[config.mk]
export PLATFORM = sky130hd
export DESIGN_NAME = rtc_bus_arbiter
export DESIGN_NICKNAME = d
export VERILOG_FILES = /design/src/rtl/rtc_bus_arbiter.sv
export SDC_FILE = /design/constraint.sdc
export NUM_CORES = 1
export LEC_CHECK = 0
export BUFFER_PORTS_ARGS = -buffer_cell sky130_fd_sc_hd__buf_2
export CAP_MARGIN = 5
export CORE_UTILIZATION = 57
export DETAILED_ROUTE_END_ITERATION = 10
export PLACE_DENSITY_LB_ADDON = 0.25
export SYNTH_ARGS = -nofsm -noshare
export SYNTH_HDL_FRONTEND = slang
export SYNTH_SLANG_ARGS = --single-unit
[constraint.sdc]
create_clock -name clk -period 4.52 [get_ports clk]
set_input_delay 0.226 -clock clk [delete_from_list [all_inputs] [get_ports clk]]
set_output_delay 0.226 -clock clk [all_outputs]
set_load 0.05 [all_outputs]
[src/rtl/rtc_bus_arbiter.sv]
// rtc_bus_arbiter: owner of the RTC multiplexed address/data bus.
// Arbitrates round-robin between the write path (time programming) and the read path
// (periodic time refresh), then runs each grant as one address/gap/data/recovery transaction.
// Ports:
//   clk, rst                      - clock, asynchronous active-high reset
//   wr_req/wr_addr/wr_data        - write request (level), target register, data byte
//   wr_done                       - one-cycle pulse at the end of a write
//   rd_req/rd_addr                - read request (level), target register
//   rd_data/rd_done               - last read byte (held) and its one-cycle completion pulse
//   busy                          - high while a transaction is in progress
//   ad_out/ad_oe/ad_in            - AD bus drive value, drive enable, sampled input
//   ADW/CSW/RDW/WRW               - address/data select, chip select, read and write strobes
// All outputs are flops; they are loaded from the next-state values so they line up with
// the state register.
module rtc_bus_arbiter #(
  parameter int unsigned T_ADDR = 10,
  parameter int unsigned T_GAP  = 5,
  parameter int unsigned T_DATA = 10,
  parameter int unsigned T_REC  = 5,
  parameter int unsigned CW     = 8
) (
  input  logic       clk,
  input  logic       rst,
  input  logic       wr_req,
  input  logic [7:0] wr_addr,
  input  logic [7:0] wr_data,
  output logic       wr_done,
  input  logic       rd_req,
  input  logic [7:0] rd_addr,
  output logic [7:0] rd_data,
  output logic       rd_done,
  output logic       busy,
  output logic [7:0] ad_out,
  output logic       ad_oe,
  input  logic [7:0] ad_in,
  output logic       ADW,
  output logic       CSW,
  output logic       RDW,
  output logic       WRW
);

  localparam logic [2:0] StIdle = 3'd0;
  localparam logic [2:0] StAddr = 3'd1;
  localparam logic [2:0] StGap  = 3'd2;
  localparam logic [2:0] StData = 3'd3;
  localparam logic [2:0] StRec  = 3'd4;

  localparam logic OpRead  = 1'b0;
  localparam logic OpWrite = 1'b1;

  // Final counter value of each phase; a zero length behaves as one cycle.
  localparam logic [CW-1:0] AddrLast = (T_ADDR == 0) ? '0 : CW'(T_ADDR - 1);
  localparam logic [CW-1:0] GapLast  = (T_GAP  == 0) ? '0 : CW'(T_GAP  - 1);
  localparam logic [CW-1:0] DataLast = (T_DATA == 0) ? '0 : CW'(T_DATA - 1);
  localparam logic [CW-1:0] RecLast  = (T_REC  == 0) ? '0 : CW'(T_REC  - 1);

  logic [2:0]    state_q, state_d;
  logic [CW-1:0] cnt_q, cnt_d;
  logic          op_q, op_d;
  logic          last_q, last_d;
  logic [7:0]    addr_q, addr_d;
  logic [7:0]    data_q, data_d;
  logic [7:0]    capture_q, capture_d;

  logic       adw_d, csw_d, rdw_d, wrw_d, oe_d, busy_d;
  logic       done_d, wr_done_d, rd_done_d;
  logic [7:0] ad_d, rd_data_d;

  always_comb begin
    state_d   = state_q;
    cnt_d     = cnt_q + CW'(1);
    op_d      = op_q;
    last_d    = last_q;
    addr_d    = addr_q;
    data_d    = data_q;
    capture_d = capture_q;
    case (state_q)
      StIdle: begin
        cnt_d = '0;
        // On a tie the requester that was not served last wins.
        if (wr_req && (!rd_req || last_q == OpRead)) begin
          state_d = StAddr;
          op_d    = OpWrite;
          last_d  = OpWrite;
          addr_d  = wr_addr;
          data_d  = wr_data;
        end else if (rd_req) begin
          state_d = StAddr;
          op_d    = OpRead;
          last_d  = OpRead;
          addr_d  = rd_addr;
        end
      end
      StAddr: if (cnt_q == AddrLast) begin
        state_d = StGap;
        cnt_d   = '0;
      end
      StGap: if (cnt_q == GapLast) begin
        state_d = StData;
        cnt_d   = '0;
      end
      StData: if (cnt_q == DataLast) begin
        state_d = StRec;
        cnt_d   = '0;
        // Capture on the last data cycle, while RDW is still low.
        if (op_q == OpRead) capture_d = ad_in;
      end
      StRec: if (cnt_q == RecLast) begin
        state_d = StIdle;
        cnt_d   = '0;
      end
      default: begin
        state_d = StIdle;
        cnt_d   = '0;
      end
    endcase
  end

  always_comb begin
    adw_d = 1'b1;
    csw_d = 1'b1;
    rdw_d = 1'b1;
    wrw_d = 1'b1;
    oe_d  = 1'b0;
    ad_d  = 8'h00;
    case (state_d)
      StAddr: begin
        adw_d = 1'b0;
        csw_d = 1'b0;
        wrw_d = 1'b0;
        oe_d  = 1'b1;
        ad_d  = addr_d;
      end
      StGap: if (op_d == OpWrite) begin
        // Pre-drive the write data so it is settled before the data strobe.
        oe_d = 1'b1;
        ad_d = data_d;
      end
      StData: begin
        csw_d = 1'b0;
        if (op_d == OpWrite) begin
          wrw_d = 1'b0;
          oe_d  = 1'b1;
          ad_d  = data_d;
        end else begin
          rdw_d = 1'b0;
        end
      end
      default: ;
    endcase
    busy_d    = (state_d != StIdle);
    done_d    = (state_d == StRec) && (cnt_d == RecLast);
    wr_done_d = done_d && (op_d == OpWrite);
    rd_done_d = done_d && (op_d == OpRead);
    rd_data_d = rd_done_d ? capture_d : rd_data;
  end

  always_ff @(posedge clk or posedge rst) begin
    if (rst) begin
      state_q   <= StIdle;
      cnt_q     <= '0;
      op_q      <= OpRead;
      last_q    <= OpRead;
      addr_q    <= 8'h00;
      data_q    <= 8'h00;
      capture_q <= 8'h00;
      ADW       <= 1'b1;
      CSW       <= 1'b1;
      RDW       <= 1'b1;
      WRW       <= 1'b1;
      ad_oe     <= 1'b0;
      ad_out    <= 8'h00;
      busy      <= 1'b0;
      wr_done   <= 1'b0;
      rd_done   <= 1'b0;
      rd_data   <= 8'h00;
    end else begin
      state_q   <= state_d;
      cnt_q     <= cnt_d;
      op_q      <= op_d;
      last_q    <= last_d;
      addr_q    <= addr_d;
      data_q    <= data_d;
      capture_q <= capture_d;
      ADW       <= adw_d;
      CSW       <= csw_d;
      RDW       <= rdw_d;
      WRW       <= wrw_d;
      ad_oe     <= oe_d;
      ad_out    <= ad_d;
      busy      <= busy_d;
      wr_done   <= wr_done_d;
      rd_done   <= rd_done_d;
      rd_data   <= rd_data_d;
    end
  end

endmodule
==> reports/metrics.csv <==
metric;value;unit
antenna viol nets, final;0;
vias in the first global route;1817;
DR vias/cell;5.533;
share of the synthesized area in the top cell type;54.13;%
Worst Path Required;4710;ps
io pins;60;
Tot Pwr;2047;uW
routed vias;1870;
final setup vio count;0;
num rows;24;
critical path's slowest cell;nand3_1;
Core Area;4384;sq um
top-count cell post-synth;dfrtp_1;
Slew headroom;35.49;%
crit path DAT;3060;ps
antenna violations before repair;0;
Area Growth Syn to Fin;18.80;%
CTS Hold Buffers Added;0;
Register-to-Register Path Depth;5;
ranking of synthesized cells by area;dfrtp_1, mux2_2, mux2_4, dfstp_2, nor2_1;
Simple-Gate Fraction of Synth Area;13.34;%
status;complete, no violations;
CTS Sinks;61;
chip height;69.99;microns
Fill cells;323;
per-cell routed wire length;14.66;microns
worst-path maximum fanout;17;
Hold WS;118.5;ps
startpoint types;register;
CP top delay family;simple AND/OR/NAND/NOR gates;
ys async rst share;100.0;%
final worst slack;1653;ps
FF/Latch Area;1531;sq um
post-synthesis adder-cell area fraction;1.804;%
Die ar.;4899;sq um
first-pass GRT wire length;8.280;mm
maximum clock rate;0.3487;GHz
GRT Total Usage;22.31;%
Mapped Area;2635;sq um
post-CTS setup buffer count;0;
leakage;0.001501;uW
Die Wd;69.99;microns
Remaining DRCs;0;
maxcap violations;0;
fin crit period;2867;ps
worst slew pin tran;959.6;ps
Initial Utilization;60.10;%
CP Cell Sequence;nor3_1 > nand3_1 > a21boi_1 > o2111ai_1 > mux2_2;
Clock Path Buffers;2;
cts bufs inserted;9;
clk_skew;11.35;ps
largest family of logic cells by synthesized area;simple AND/OR/NAND/NOR gates;
Final Max Tran Viols;0;
unrepaired setup endpoints after global routing;false;
Routed Wire Length;4.955;mm
Tightest Hold Check Type;input pin to asynchronous set/reset pin;
total grt overflow;0;
CP Class;register to register;
synth cell count leaders;dfrtp_1, nor2_1, mux2_2;
syn avg cell area;12.03;sq um
Yosys reg bits;61;
clock latency on the worst-skew pair;320;ps
Initial DRC Count;133;
Syn Nets;258;
ant diodes;0;
Multi-input gate area;1020;sq um
DP HPWL;3.417;mm
Post-synth EDFFs;0;
cts repair resizes;0;
DRT Pass-1 Iters;4;
VDD IR-drop max;0.3877;mV
gpl congestion;0.7796;
CP Capture Type;register;
CTS tree;yes;
largest net degree at the start of global routing;62;
clock-pin slew on the worst setup and hold paths;60;ps
multiplexer share of the synthesized area;11.40;%
CTS Root Cell;clkbuf_8;
post-synthesis xor/xnor area fraction;1.994;%
Crit path buffers/inverters;0;
CTS H-tree depth;3;
I/O Buffers;59;
Setup TNS;0;ps
Fin. Hold Viols;0;
Ys Warns;0;
Post-layout nets;320;
CP Depth;5;
share of cells above drive strength 1;38.11;%
post-layout util;71.40;%
dominant cell type by area after synthesis;dfrtp_1;
crit share post-route;63.44;%
Syn Inst Count;219;
CP peak stage delay;640;ps
dpl ws;1651;ps
post-synthesis compound-gate area fraction;9.924;%
ys flop type;dfrtp_1;
count of cell types in the netlist;42;
pwr dens;653.9;nW/um^2
sequential area share after synthesis;58.12;%
[through the flow]
step,std cells,area [sq um]
after CTS,338,3131
final,338,3131
after detailed placement,322,2960
after global placement,322,2960
after global routing,338,3131
after floorplan,219,2635
[area by class of cell]
class	instances	area share, %
repair buffers	60	9.672
well taps	52	2.078
flip-flops and latches	61	48.92
clock buffers	12	4.636
inverters	11	1.319
clock inverters	4	0.7994
multi-input cells	138	32.57
[path summary, 6_finish.rpt]
kind                       slack (ps)                   start                endpoint
max in group asynchronous        3910                     rst     addr_q[6]$_DFF_PP0_
min in group clk                  150              wr_data[3]     data_q[3]$_DFF_PP0_
setup / recovery                 1650    state_q[2]$_DFF_PP0_  rd_data[7]$_DFFE_PP0P_
hold / removal                    120                     rst  rd_data[6]$_DFFE_PP0P_
setup reg to reg                 1650    state_q[2]$_DFF_PP0_  rd_data[7]$_DFFE_PP0P_
hold reg to reg                   490  capture_q[5]$_DFF_PP0_  capture_q[5]$_DFF_PP0_
[power breakdown]
group / leakage [uW] / switching, uW / internal, uW
Sequential: 0.000721 / 106 / 735
Clock: 0.0000824 / 194 / 212
Combinational: 0.000697 / 516 / 284
Total: 0.00150 / 816 / 1230
[logic make-up after synthesis]
group	count (synthesis)
xor+xnor	6
mux	24
buf+inv	20
simple gates	68
flops	61
fa+ha+maj	4
compound gates	36
[layer usage]
metal	GRT usage [%]	up-vias	wire (microns)
met5	0	-	0
met4	11.33	0	65
met3	5.916	6	289
met2	33.97	63	2324
met1	29.63	901	2276
li1	-	900	-
[layout by cell type (no fill, tap or decap), types with 2 or more instances in the layout]
master / count
a31oi_1: 2
ha_1: 3
clkinvlp_4: 2
xnor2_1: 4
a22oi_1: 2
nand3b_1: 2
nor4_1: 4
mux2_2: 16
o21ai_0: 5
nor2_1: 23
clkbuf_8: 10
clkinv_2: 2
dfstp_2: 4
or3_1: 3
inv_1: 10
o21a_1: 3
a22o_1: 8
buf_2: 59
nor3_1: 6
xor2_1: 2
mux2_4: 8
nand2b_1: 2
nor3b_1: 3
dfrtp_1: 57
clkbuf_1: 2
nand2_1: 6
nand3_1: 8
o22ai_1: 8
nor2b_1: 4
[flip-flops by register name, indices dropped and copies added (netlist names), 3 cells and up]
signal / count
data_q: 8
addr_q: 8
capture_q: 8
state_q: 3
cnt_q: 8
ad_out: 8
rd_data: 8
[worst register-to-register path: cells and delay by family (launching register included)]
kind            cells  cell delay [ps]
compound gates      2              760
flops               1              480
mux                 1              410
simple gates        2             1110
Note: power is estimated with default switching activity, not from simulation.
